===== src/rtl/axi_arb_2x1_pkg.sv =====
// Shared widths, field offsets and FSM encodings for the 2x1 AXI arbiter.
// AR/AW packing (MSB..LSB): {id, addr, len, size, burst, lock, cache, prot}.
// W packing (MSB..LSB): {wid, wdata, wstrb, wlast}, wlast is bit 0.
package axi_arb_2x1_pkg;

  localparam int unsigned ID_W    = 4;
  localparam int unsigned ADDR_W  = 32;
  localparam int unsigned LEN_W   = 4;
  localparam int unsigned SIZE_W  = 3;
  localparam int unsigned BURST_W = 2;
  localparam int unsigned LOCK_W  = 2;
  localparam int unsigned CACHE_W = 4;
  localparam int unsigned PROT_W  = 3;
  localparam int unsigned DATA_W  = 32;
  localparam int unsigned STRB_W  = DATA_W / 8;

  localparam int unsigned PROT_LSB  = 0;
  localparam int unsigned CACHE_LSB = PROT_LSB + PROT_W;
  localparam int unsigned LOCK_LSB  = CACHE_LSB + CACHE_W;
  localparam int unsigned BURST_LSB = LOCK_LSB + LOCK_W;
  localparam int unsigned SIZE_LSB  = BURST_LSB + BURST_W;
  localparam int unsigned LEN_LSB   = SIZE_LSB + SIZE_W;
  localparam int unsigned ADDR_LSB  = LEN_LSB + LEN_W;
  localparam int unsigned ID_LSB    = ADDR_LSB + ADDR_W;
  localparam int unsigned AR_W      = ID_LSB + ID_W;
  localparam int unsigned AW_W      = AR_W;

  localparam int unsigned WLAST_BIT = 0;
  localparam int unsigned WSTRB_LSB = WLAST_BIT + 1;
  localparam int unsigned WDATA_LSB = WSTRB_LSB + STRB_W;
  localparam int unsigned WID_LSB   = WDATA_LSB + DATA_W;
  localparam int unsigned W_W       = WID_LSB + ID_W;

  typedef enum logic [1:0] {
    R_IDLE,
    R_ADDR,
    R_DATA
  } rd_state_e;

  typedef enum logic [1:0] {
    W_IDLE,
    W_XFER,
    W_RESP
  } wr_state_e;

  function automatic logic w_is_last(input logic [W_W-1:0] w);
    return w[WLAST_BIT];
  endfunction

  function automatic logic [ADDR_W-1:0] ax_addr(input logic [AR_W-1:0] ax);
    return ax[ADDR_LSB +: ADDR_W];
  endfunction

  function automatic logic [LEN_W-1:0] ax_len(input logic [AR_W-1:0] ax);
    return ax[LEN_LSB +: LEN_W];
  endfunction

endpackage


===== src/rtl/axi_arb_rr2.sv =====
// Two-way round-robin arbiter: registered grant plus a priority flop that
// points at the master which did not win the most recent completed transfer.
module axi_arb_rr2 (
  input  logic       clk,
  input  logic       resetn,
  input  logic [1:0] req,
  input  logic       arb,
  input  logic       done,
  output logic       grant
);

  logic prio;
  logic pick;

  // Lone requester wins outright; a tie goes to the priority holder.
  always_comb begin
    pick = prio;
    unique case (req)
      2'b01:   pick = 1'b0;
      2'b10:   pick = 1'b1;
      default: pick = prio;
    endcase
  end

  // Grant is latched when the owning FSM is idle and someone is asking.
  always_ff @(posedge clk or negedge resetn) begin
    if (!resetn) begin
      grant <= 1'b0;
    end else if (arb && (|req)) begin
      grant <= pick;
    end
  end

  // Completion hands priority to the master that was not just served.
  always_ff @(posedge clk or negedge resetn) begin
    if (!resetn) begin
      prio <= 1'b0;
    end else if (done) begin
      prio <= ~grant;
    end
  end

endmodule


===== src/rtl/axi_arb_2x1.sv =====
// Two-master to one-slave AXI arbiter. Independent read and write arbiters,
// one outstanding transaction per direction, payloads muxed by the locked grant.
module axi_arb_2x1
  import axi_arb_2x1_pkg::*;
(
  input  logic              clk,
  input  logic              resetn,
  input  logic [2*AR_W-1:0] s_ar,
  input  logic [1:0]        s_arvalid,
  output logic [1:0]        s_arready,
  output logic [1:0]        s_rvalid,
  input  logic [1:0]        s_rready,
  input  logic [2*AW_W-1:0] s_aw,
  input  logic [1:0]        s_awvalid,
  output logic [1:0]        s_awready,
  input  logic [2*W_W-1:0]  s_w,
  input  logic [1:0]        s_wvalid,
  output logic [1:0]        s_wready,
  output logic [1:0]        s_bvalid,
  input  logic [1:0]        s_bready,
  output logic [AR_W-1:0]   m_ar,
  output logic              m_arvalid,
  input  logic              m_arready,
  input  logic              m_rvalid,
  input  logic              m_rlast,
  output logic              m_rready,
  output logic [AW_W-1:0]   m_aw,
  output logic              m_awvalid,
  input  logic              m_awready,
  output logic [W_W-1:0]    m_w,
  output logic              m_wvalid,
  input  logic              m_wready,
  input  logic              m_bvalid,
  output logic              m_bready
);

  // ---------------- read path ----------------
  rd_state_e rd_state;
  rd_state_e rd_state_nxt;
  logic      rd_grant;
  logic      rd_arb;
  logic      rd_ar_hs;
  logic      rd_r_hs;
  logic      rd_done;

  assign rd_arb   = (rd_state == R_IDLE);
  assign rd_ar_hs = (rd_state == R_ADDR) && s_arvalid[rd_grant] && m_arready;
  assign rd_r_hs  = (rd_state == R_DATA) && m_rvalid && s_rready[rd_grant];
  assign rd_done  = rd_r_hs && m_rlast;

  axi_arb_rr2 u_rd_rr (
    .clk    (clk),
    .resetn (resetn),
    .req    (s_arvalid),
    .arb    (rd_arb),
    .done   (rd_done),
    .grant  (rd_grant)
  );

  // Read state register.
  always_ff @(posedge clk or negedge resetn) begin
    if (!resetn) begin
      rd_state <= R_IDLE;
    end else begin
      rd_state <= rd_state_nxt;
    end
  end

  // Read next state: idle waits one cycle for the grant to register.
  always_comb begin
    rd_state_nxt = rd_state;
    unique case (rd_state)
      R_IDLE:  if (|s_arvalid) rd_state_nxt = R_ADDR;
      R_ADDR:  if (rd_ar_hs)   rd_state_nxt = R_DATA;
      R_DATA:  if (rd_done)    rd_state_nxt = R_IDLE;
      default: rd_state_nxt = R_IDLE;
    endcase
  end

  // Read outputs: only the granted master's valid/ready is ever connected.
  always_comb begin
    m_ar      = rd_grant ? s_ar[2*AR_W-1:AR_W] : s_ar[AR_W-1:0];
    m_arvalid = 1'b0;
    s_arready = '0;
    m_rready  = 1'b0;
    s_rvalid  = '0;
    unique case (rd_state)
      R_ADDR: begin
        m_arvalid           = s_arvalid[rd_grant];
        s_arready[rd_grant] = m_arready;
      end
      R_DATA: begin
        m_rready           = s_rready[rd_grant];
        s_rvalid[rd_grant] = m_rvalid;
      end
      default: ;
    endcase
  end

  // ---------------- write path ----------------
  wr_state_e      wr_state;
  wr_state_e      wr_state_nxt;
  logic           wr_grant;
  logic           wr_arb;
  logic           aw_done;
  logic           w_done;
  logic           wr_aw_hs;
  logic           wr_w_hs;
  logic           wr_wlast_hs;
  logic           wr_xfer_done;
  logic           wr_done;
  logic [W_W-1:0] w_sel;

  assign w_sel        = wr_grant ? s_w[2*W_W-1:W_W] : s_w[W_W-1:0];
  assign wr_arb       = (wr_state == W_IDLE);
  assign wr_aw_hs     = (wr_state == W_XFER) && !aw_done && s_awvalid[wr_grant] && m_awready;
  assign wr_w_hs      = (wr_state == W_XFER) && !w_done && s_wvalid[wr_grant] && m_wready;
  assign wr_wlast_hs  = wr_w_hs && w_is_last(w_sel);
  // Either half may finish in the same cycle as the other.
  assign wr_xfer_done = (aw_done || wr_aw_hs) && (w_done || wr_wlast_hs);
  assign wr_done      = (wr_state == W_RESP) && m_bvalid && s_bready[wr_grant];

  axi_arb_rr2 u_wr_rr (
    .clk    (clk),
    .resetn (resetn),
    .req    (s_awvalid),
    .arb    (wr_arb),
    .done   (wr_done),
    .grant  (wr_grant)
  );

  // Write state register.
  always_ff @(posedge clk or negedge resetn) begin
    if (!resetn) begin
      wr_state <= W_IDLE;
    end else begin
      wr_state <= wr_state_nxt;
    end
  end

  // AW/W completion flags, live only while transferring.
  always_ff @(posedge clk or negedge resetn) begin
    if (!resetn) begin
      aw_done <= 1'b0;
      w_done  <= 1'b0;
    end else if (wr_state != W_XFER) begin
      aw_done <= 1'b0;
      w_done  <= 1'b0;
    end else begin
      aw_done <= aw_done || wr_aw_hs;
      w_done  <= w_done || wr_wlast_hs;
    end
  end

  // Write next state: arbitrate on AW only, respond once AW and last W are in.
  always_comb begin
    wr_state_nxt = wr_state;
    unique case (wr_state)
      W_IDLE:  if (|s_awvalid)   wr_state_nxt = W_XFER;
      W_XFER:  if (wr_xfer_done) wr_state_nxt = W_RESP;
      W_RESP:  if (wr_done)      wr_state_nxt = W_IDLE;
      default: wr_state_nxt = W_IDLE;
    endcase
  end

  // Write outputs: AW and W forwarded independently for the granted master.
  always_comb begin
    m_aw      = wr_grant ? s_aw[2*AW_W-1:AW_W] : s_aw[AW_W-1:0];
    m_w       = w_sel;
    m_awvalid = 1'b0;
    s_awready = '0;
    m_wvalid  = 1'b0;
    s_wready  = '0;
    m_bready  = 1'b0;
    s_bvalid  = '0;
    unique case (wr_state)
      W_XFER: begin
        m_awvalid           = s_awvalid[wr_grant] && !aw_done;
        s_awready[wr_grant] = m_awready && !aw_done;
        m_wvalid            = s_wvalid[wr_grant] && !w_done;
        s_wready[wr_grant]  = m_wready && !w_done;
      end
      W_RESP: begin
        m_bready           = s_bready[wr_grant];
        s_bvalid[wr_grant] = m_bvalid;
      end
      default: ;
    endcase
  end

endmodule


===== config.mk =====
export PLATFORM = sky130hd
export DESIGN_NAME = axi_arb_2x1
export DESIGN_NICKNAME = d
export VERILOG_FILES = /design/src/rtl/axi_arb_2x1_pkg.sv /design/src/rtl/axi_arb_rr2.sv /design/src/rtl/axi_arb_2x1.sv
export SDC_FILE = /design/constraint.sdc
export NUM_CORES = 1
export LEC_CHECK = 0
export ABC_AREA = 1
export CAP_MARGIN = 20
export CELL_PAD_IN_SITES_DETAIL_PLACEMENT = 1
export CELL_PAD_IN_SITES_GLOBAL_PLACEMENT = 1
export CORE_AREA = 3 3 188 190
export CTS_CLUSTER_SIZE = 12
export DETAILED_ROUTE_END_ITERATION = 16
export DIE_AREA = 0 0 191 193
export PLACE_DENSITY = 0.63
export RECOVER_POWER = 50
export SYNTH_ARGS = -nofsm -noshare
export SYNTH_HDL_FRONTEND = slang
export SYNTH_SLANG_ARGS = --single-unit

===== constraint.sdc =====
create_clock -name clk -period 2.3 [get_ports clk]
set_input_delay 0.69 -clock clk [delete_from_list [all_inputs] [get_ports clk]]
set_output_delay 0.69 -clock clk [all_outputs]
set_load 0.1 [all_outputs]

Word-level counts from Yosys, hierarchy flattened
Cells that the tools add are included.
- input port bits: 316
- output and inout port bits: 164
- word-level logic and storage cells: 106
- register bits: 10
- muxes and demuxes: 39
- bitwise logic cells: 7
- order comparisons: 4
- reductions and logical operators: 33
- equal/unequal tests: 15
- operator list (kind ; count):
    $mux 54 ; 2
    $mux 41 ; 1
    $logic_and 1x1->1 ; 23
    $mux 2 ; 11
    $mux 1 ; 19
    $pmux 2 s3 ; 2
    $and 2x2->2 ; 5
    $ne 2x2->1 const B ; 5
    $eq 2x1->1 const B ; 4
    $eq 2x2->1 const B ; 4
    $reduce_and 3->1 ; 2
    $logic_not 2->1 ; 2
    $lt 1x2->1 const B ; 2
    $ne 2x1->1 const B ; 2
    $pmux 1 s2 ; 2
    $reduce_or 2->1 ; 2
    $demux 1 s1 ; 2
    $ge 1x1->1 const B ; 2
    $logic_not 1->1 ; 2
    $logic_or 1x1->1 ; 2
    $not 1->1 ; 2

Logic depth before layout (Yosys ltp)
Gate-level depths: netlist of the first run.
- depth after elaboration: 9
- mapped depth: 9
- depth with buffers taken out: 9

Modules after synthesis
A second synthesis of the first run with hierarchy kept.
- cell total of the unflattened synthesis: 603
- area, all modules: 2600.0 um^2
- by module, submodules not included (module ; cells an instance ; area each (um^2) ; times used):
    axi_arb_2x1 ; 569 ; 2342.2 ; 1
    axi_arb_rr2 ; 17 ; 128.9 ; 2

Worst setup path before layout of the first run
Ideal clock, no wire load.
- kind: input to output
- start point: in s_awvalid[0]
- end point: out m_awvalid
- data arrival time: 3634 ps
- path slack: -2024 ps
- data required time: 1610 ps
- path buffers: 0
- cell stages on the path: 2
- path through: nor2_1 -> nor4_1
- cells in the longest elaborated chain, start to end: 4
- RTL lines (item ; line ; source):
    from (decl) ; axi_arb_2x1.sv:14 ; input logic [1:0] s_awvalid,
    $mux 1 (implied by the code) (2 in series) ; axi_arb_2x1.sv:178 ; m_awvalid = s_awvalid[wr_grant] && !aw_done;
    $logic_and 1x1->1 ; axi_arb_2x1.sv:178 ;
    $mux 1 ; axi_arb_2x1.sv:176 ; unique case (wr_state)
    to (decl) ; axi_arb_2x1.sv:28 ; output logic m_awvalid,
No other way between the ends. The select of a mux whose other input is x is not followed.

Final worst setup path of the first run
- start point: in s_ar[103]
- end point: out m_ar[49]
- cells in the longest elaborated chain, start to end: 1
- RTL lines (item ; line ; source):
    from (decl) ; axi_arb_2x1.sv:8 ; input logic [2*AR_W-1:0] s_ar,
    $mux 54 ; axi_arb_2x1.sv:82 ; m_ar = rd_grant ? s_ar[2*AR_W-1:AR_W] : s_ar[AR_W-1:0];
    to (decl) ; axi_arb_2x1.sv:21 ; output logic [AR_W-1:0] m_ar,
No other way between the ends.

==> run metrics, run 1 <==
first-pass GRT wire length=34.3 mm; Vias=5,536; P per Cell Area=1660 mW/mm^2; CP Max Fanout=1; Port Buffer Count=479; overall die area=0.0369 mm^2; Tmin final=2.29 ns; Placed Cells=1,511; clk_lat worst skew=0.23 ns; vias in the first global route=5,912; DRC viols=0; worst hold endpoint=u_wr_rr.prio; Slew HR=63.3%; reg2reg path depth=11; pin count of the biggest net entering global routing=66; placed inst area=0.00986 mm^2; I/O pin total=480; Tcrit/Tclk final=99.4%; status=finished, final reports clean; share of cells above drive strength 1=22.0%; Mapped Area=0.00260 mm^2; Hold Crit Class=register to register; FF-to-FF End=wr_state[0]; Die W=191 um; htree depth=1; WP data arrival=1.60 ns; Worst Setup Start Kind=input port; clock-pin slew on the worst setup and hold paths=0.04 ns; Num CTS Buffers=3; core region area=0.0336 mm^2; Overflow after GRT=0; site row count=67; wire length per cell=16.6 um; Slew Limit Fails=0; crit end category=output pin; DP HPWL=21.8 mm; # nets final=1,392; CP top delay family=buffers and inverters; syn nets=915; post-route ant nets=0; commonest non-fill, non-tap cell in the layout=nand2_1; Syn-to-layout area delta=265%; YS warnings=0; RSZ-0062 raised after global routing=no; Most Frequent Cell on Critical Path=nand2_1; crit path max-delay cell type=clkdlybuf4s50_1; Final Hold Fails=0; Synth Instances=595; GP Congestion=0.751; min-delay src=u_wr_rr.prio; initial antenna violation count=1; filler cell count=4,037; Worst-Margin Slew=0.549 ns; r2r setup slk=0.60 ns; crit path kind=input port to output pin; P_leak=4.58 nW; non-filler cells, final=1,520; Core Util, Final=28.2%; worst path cell trace=clkdlybuf4s50_1, nand2_1, nand2_1, buf_12; CTS Root Cell=clkbuf_16; total track usage=11.9%; First DRT Iteration DRCs=65; drt first pass iters=4; clk_skew=0.000209 ns; cell area after layout=0.00948 mm^2; VDD IR-drop max=0.807 mV; Hold Path Depth=2; number of distinct library cells after synthesis=22; die height=193 um; register bit total from synthesis=10; post-place setup slack=-0.193 ns; Post-Route WL=25.2 mm; Initial Util=7.74%; max_cap viols=0; Avg Inst Size Synth=4.37 um^2; Max Root-Sink Buffers=2; slowest cell delay on critical path=0.45 ns; FF-to-FF Start=u_wr_rr.grant; CTS tree=built; Worst Path Required=1.61 ns; Peak Freq=438 MHz; CTS sink cnt=10; final worst slack=0.0146 ns; routed vias/inst=3.64; most frequent cells in the layout=nand2_1, clkdlybuf4s50_1, buf_12; sequential-to-total area share from yosys stat=9.62%; Setup Viol. Count Final=0; Fin Setup TNS=0 ns; Crit path buffers/inverters=2
-- synthesized netlist by cell type --
cell type	count	area, um^2
inv_2	2	7.51
nand4_1	1	6.26
nor3_1	10	50.1
nand2_1	476	1790
nor4_1	1	6.26
nor2_2	1	6.26
nand3_2	1	10.0
o211ai_1	2	15.0
a21oi_1	6	30.0
buf_4	5	37.5
nor2_1	9	33.8
buf_6	1	11.3
inv_1	26	97.6
dfrtp_1	10	250
nand2_2	1	6.26
nand3_1	3	15.0
o21ai_0	5	25.0
o21ai_1	2	10.0
clkbuf_1	4	15.0
nor2_4	1	11.3
buf_2	24	120
ha_1	4	50.1
-- through the flow --
stage / hold WS, ns / power (mW)
3_5_place_dp: 0.486 / 16.2
5_1_grt: 0.525 / 16.4
6_report: 0.493 / 15.8
3_3_place_gp: 0.477 / 16.1
4_1_cts: 0.495 / 16.7
2_1_floorplan: 0.394 / 9.78
-- logic make-up after synthesis --
family                   Yosys count  share of synthesized area [%]
AND/OR/NAND/NOR                  504                           74.3
buffers and inverters             62                           11.1
AO/OA/AOI/OAI                     15                           3.08
flip-flops                        10                           9.62
adder cells (fa/ha/maj)            4                           1.92
-- worst min-delay path: stages (launching register included) --
cell	delay, ns
dfrtp_1	0.34
nand2_1	0.05
o21ai_0	0.06
-- sequential cells by signal (all words and copies together), names as in the netlist --
register	cells
aw_done	1
rd_state	2
u_rd_rr.grant	1
u_rd_rr.prio	1
u_wr_rr.grant	1
u_wr_rr.prio	1
w_done	1
wr_state	2
-- layer usage --
layer,wire length (um),vias up,GRT usage (%)
li1,-,2720,-
met2,13800,308,24.8
met4,431,0,1.83
met3,2650,20,4.52
met5,0,-,0
met1,8270,2488,11.1
-- cell type report --
class                      instances  area [um^2]  area share, %
antenna                            1         2.50         0.0264
clock buffer                       4         88.8          0.937
inverter                          28          118           1.24
multi-input combinational        523         2270           23.9
sequential                        10          255           2.69
tap                              448          561           5.91
timing repair buffer             506         6190           65.3
-- where the power goes --
| part | switching [mW] | total [mW] | internal (mW) | leakage [nW] |
|---|---|---|---|---|
| Clock | 0.0825 | 0.344 | 0.262 | 0.0442 |
| Sequential | 0.0805 | 0.339 | 0.259 | 0.124 |
| Combinational | 10.5 | 15.1 | 4.55 | 4.41 |
-- timing repair --
action	in CTS	in global routing
setup buffers	0	1
resized for setup	32	15
endpoints found under the setup margin	35	27
gates cloned	0	3
hold buffers	0	0
pin swaps	12	5
-- how the worst max path moves through the flow --
stage,start,end,cells past startpoint
global route,s_ar[99],m_ar[45],4
CTS,u_wr_rr.grant,m_w[38],6
floorplan,m_awready,s_awready[0],2
global placement,m_rvalid,s_rvalid[1],4
detailed placement,s_awvalid[0],m_awvalid,4
finish,s_ar[103],m_ar[49],4
No activity file was read; power rests on OpenSTA's default activity.
==> run 2, diff against run 1 <==
CTS_BUF_LIST = sky130_fd_sc_hd__clkbuf_16   (was unset)
==> run 2 against run 1 <==
  * Final cell count unchanged
  * Flip-flop and latch count unchanged
  * Global-route usage unchanged
  * Clock skew unchanged
  * Critical path depth unchanged
  * Non-clock buffer count unchanged
  * Fmax unchanged
  * Via count unchanged
  * Critical endpoint unchanged
==> run metrics, run 2 (synthesis results as in run 1) <==
share of cells above drive strength 1=21.9%; filler cell count=4,038; clk_lat worst skew=0.23 ns; DP HPWL=21.8 mm; die height=193 um; Worst Setup Start Kind=input port; Initial Util=7.74%; Setup Viol. Count Final=0; crit path max-delay cell type=clkdlybuf4s50_1; Die W=191 um; CP Max Fanout=1; Slew HR=63.3%; final worst slack=0.0146 ns; GP Congestion=0.751; Port Buffer Count=479; area occupied by multi-input gates=0.00227 mm^2; switching power=10.7 mW; status=finished, final reports clean; vias in the first global route=5,912; worst path cell trace=clkdlybuf4s50_1, nand2_1, nand2_1, buf_12; post-place setup slack=-0.193 ns; Overflow after GRT=0; P_leak=4.57 nW; Most Frequent Cell on Critical Path=nand2_1; Peak Freq=438 MHz; post-route ant nets=0; Comb pwr share=95.9%; commonest non-fill, non-tap cell in the layout=nand2_1; Vias=5,536; drt first pass iters=4; Tcrit/Tclk final=99.4%; DRC viols=0; htree depth=1; CTS sink cnt=10; routed vias/inst=3.64; initial antenna violation count=1; overall die area=0.0369 mm^2; min-delay src=u_wr_rr.prio; core region area=0.0336 mm^2; Num CTS Buffers=3; r2r setup slk=0.60 ns; Post-Route WL=25.2 mm; first-pass GRT wire length=34.3 mm; Flop pwr share=2.2%; Max Root-Sink Buffers=2; slowest cell delay on critical path=0.45 ns; Worst-Margin Slew=0.549 ns; max_cap viols=0; site row count=67; Syn-to-layout area delta=264%; VDD IR-drop max=0.807 mV; FF-to-FF End=wr_state[0]; crit path kind=input port to output pin; P per Cell Area=1660 mW/mm^2; internal power=5.04 mW; Tmin final=2.29 ns; pin count of the biggest net entering global routing=66; reg2reg path depth=11; Slew Limit Fails=0; worst hold endpoint=u_wr_rr.prio; FF-to-FF Start=u_wr_rr.grant; CTS Root Cell=clkbuf_16; RSZ-0062 raised after global routing=no; Sw Ratio=67.9%; Largest regs=rd_state x2, wr_state x2; FF+latch area=255 um^2; CTS tree=built; Hold Crit Class=register to register; clock-pin slew on the worst setup and hold paths=0.04 ns; crit end category=output pin; total track usage=11.9%; Clock power frac=2.0%; clk_skew=0.000209 ns; wire length per cell=16.6 um; Hold Path Depth=2; First DRT Iteration DRCs=65; Core Util, Final=28.2%; most frequent cells in the layout=nand2_1, clkdlybuf4s50_1, buf_12; # nets final=1,392; I/O pin total=480; Final Hold Fails=0; WP data arrival=1.60 ns; Worst Path Required=1.61 ns
## run 2: cell types whose count changed in the layout (fill, tap and decap cells not counted), sizes merged
cell    previous run  this run
clkbuf            10         9
clkinv             1         2
## run 2: per-layer routing
layer	vias to the layer above	wire length [um]	global-route usage [%]
met5	-	0	0
met4	0	431	1.83
met3	20	2650	4.52
met2	308	13800	24.8
met1	2488	8270	11.1
li1	2720	-	-
## run 2: layout make-up
| cell class | instances | share of cell area (%) |
|---|---|---|
| multi-input combinational | 523 | 23.9 |
| tap | 448 | 5.92 |
| clock inverter | 1 | 0.0396 |
| antenna | 1 | 0.0264 |
| timing repair buffer | 506 | 65.3 |
| inverter | 28 | 1.24 |
| sequential | 10 | 2.69 |
| clock buffer | 3 | 0.793 |
## run 2: critical path, delay by kind of cell
kind / cells / cell delay (ns)
buf+inv: 2 / 0.66
simple gates: 2 / 0.25
## run 2: power by group through the flow
| stage | Sequential (mW) | Combinational [mW] | Clock (mW) |
|---|---|---|---|
| 2_1_floorplan | 0.299 | 9.48 | 0 |
| 3_3_place_gp | 0.328 | 15.8 | 0 |
| 3_5_place_dp | 0.333 | 15.9 | 0 |
| 4_1_cts | 0.336 | 16.0 | 0.326 |
| 5_1_grt | 0.352 | 15.7 | 0.332 |
| 6_report | 0.339 | 15.1 | 0.309 |
## run 2: worst max-delay path by stage
stage          slack [ns]           end  cells after the start           from
2_1_floorplan       -0.36  s_awready[0]                      2      m_awready
3_3_place_gp        -0.17   s_rvalid[1]                      4       m_rvalid
6_report             0.01      m_ar[49]                      4      s_ar[103]
3_5_place_dp        -0.19     m_awvalid                      4   s_awvalid[0]
5_1_grt            0.0007      m_ar[45]                      4       s_ar[99]
4_1_cts             -0.03       m_w[38]                      6  u_wr_rr.grant
## run 2: through the flow
stage               power [mW]  cells  setup TNS [ns]  instance area, um^2  hold WS (ns)
CTS                       16.6   1515          -0.205                 9970         0.495
finish                    15.7   1520               0                 9470         0.493
detailed placement        16.2   1511           -1.68                 9860         0.486
global placement          16.1   1511           -1.34                 9860         0.477
floorplan                 9.78    595           -2.19                 2750         0.394
global route              16.3   1520               0                 9470         0.525
## run 2: timing repair
| item | in CTS | in global routing |
|---|---|---|
| hold buffers | 0 | 0 |
| cloned | 0 | 3 |
| endpoints found under the hold margin | 0 | 0 |
| setup endpoints to repair | 35 | 27 |
| gates resized for setup | 32 | 15 |
| setup buffers | 0 | 1 |
| pin swaps | 12 | 5 |
==> run 3, diff against run 2 <==
MAX_ROUTING_LAYER = met4   (was unset)
==> run 3 against run 2 <==
  * Clock-buffer cell count did not move
  * Sequential share of layout area did not move
  * Critical path depth did not move
  * Clock power barely moved
  * Worst setup slack improved by 0.0019 ns
  * Global-route usage rose by 0.36 points
  * Core utilization did not move
  * Combinational power barely moved
  * First-iteration DRC count fell by 9.2%
  * Highest routed layer unchanged
  * Largest power group unchanged
  * Non-clock buffer count did not move
==> run metrics, run 3 (synthesis results as in run 1) <==
Slew Limit Fails=0; Worst-Margin Slew=0.548 ns; Placed Cells=1,511; First DRT Iteration DRCs=59; wire length per cell=16.5 um; Hold Crit Class=register to register; CTS tree=built; VDD IR-drop max=0.807 mV; drt first pass iters=4; most frequent cells in the layout=nand2_1, clkdlybuf4s50_1, buf_12; post-route ant nets=0; Top Layer Used=met4; htree depth=1; I/O pin total=480; routed vias/inst=3.64; clock-pin slew on the worst setup and hold paths=0.04 ns; CTS sink cnt=10; Final Hold Fails=0; Vias=5,539; max_cap viols=0; WP data arrival=1.59 ns; P per Cell Area=1660 mW/mm^2; CP Max Fanout=1; Initial Util=7.74%; Die W=191 um; crit end category=output pin; post-place setup slack=-0.193 ns; Port Buffer Count=479; non-filler cells, final=1,520; hold_buf cts=0; Tcrit/Tclk final=99.3%; Worst Setup Start Kind=input port; # nets final=1,392; DRC viols=0; DR WL met3=2.41 mm; Largest regs=rd_state x2, wr_state x2; die height=193 um; commonest non-fill, non-tap cell in the layout=nand2_1; GP Congestion=0.761; CTS Root Cell=clkbuf_16; core region area=0.0336 mm^2; vias in the first global route=5,967; pin count of the biggest net entering global routing=66; clk_lat worst skew=0.23 ns; P_leak=4.57 nW; overall die area=0.0369 mm^2; reg2reg path depth=11; first-pass GRT wire length=34.0 mm; Hold Path Depth=2; Core Util, Final=28.2%; Syn-to-layout area delta=264%; Tmin final=2.28 ns; filler cell count=4,040; Worst Path Required=1.61 ns; clk_skew=0.000208 ns; Setup Viol. Count Final=0; Peak Freq=438 MHz; met1 wire length=8.45 mm; site row count=67; total track usage=12.3%; share of cells above drive strength 1=21.9%; Post-Route WL=25.1 mm; crit path kind=input port to output pin; Slew HR=63.3%; initial antenna violation count=1; Num CTS Buffers=3; final worst slack=0.0166 ns; DP HPWL=21.8 mm; Max Root-Sink Buffers=2; metal2 WL=13.9 mm; Overflow after GRT=0; RSZ-0062 raised after global routing=yes; status=finished, final reports clean
## run 3: cell counts in the layout (fill, tap and decap cells not counted)
No cell type changed its count.
## run 3: final timing paths
kind / startpoint / endpoint / slack, ns
setup / recovery: s_ar[103] / m_ar[49] / 0.02
hold / removal: u_wr_rr.prio / u_wr_rr.prio / 0.49
setup reg to reg: u_wr_rr.grant / wr_state[0] / 0.60
hold reg to reg: u_wr_rr.prio / u_wr_rr.prio / 0.49
max in group asynchronous: resetn / u_wr_rr.grant / 1.00
min in group asynchronous: resetn / rd_state[0] / 0.88
## run 3: area by class of cell
class,count,area (um^2),share of cell area [%]
multi-input combinational,523,2270,23.9
clock inverter,1,3.75,0.0396
clock buffer,3,75.1,0.793
timing repair buffer,506,6190,65.3
sequential,10,255,2.69
inverter,28,118,1.24
tap,448,561,5.92
antenna,1,2.50,0.0264
## run 3: timing repair
action / in CTS / in global routing
resized for setup: 32 / 15
setup endpoints to repair: 35 / 27
gates cloned: 0 / 3
pin swaps: 12 / 4
setup buffers: 0 / 1
## run 3: routing by layer
metal,up-vias,global-route usage [%]
met2,304,24.8
met1,2495,11.6
li1,2722,-
met4,0,1.83
met3,18,3.78
met5,-,-
## run 3: worst max-delay path, stage by stage
cell and delay (ns):
clkdlybuf4s50_1 0.45, nand2_1 0.05, nand2_1 0.20, buf_12 0.21
## run 3: where the power goes
group | internal, mW | switching (mW)
Sequential | 0.259 | 0.0791
Combinational | 4.55 | 10.5
Clock | 0.228 | 0.0826
## run 3: metrics by stage
step | hold WS, ns | TNS [ns] | instance area [um^2] | power (mW)
global route | 0.525 | -0.0136 | 9470 | 16.3
CTS | 0.495 | -0.205 | 9970 | 16.6
finish | 0.491 | 0 | 9470 | 15.7
floorplan | 0.394 | -2.19 | 2750 | 9.78
global placement | 0.477 | -1.34 | 9860 | 16.1
detailed placement | 0.486 | -1.68 | 9860 | 16.2
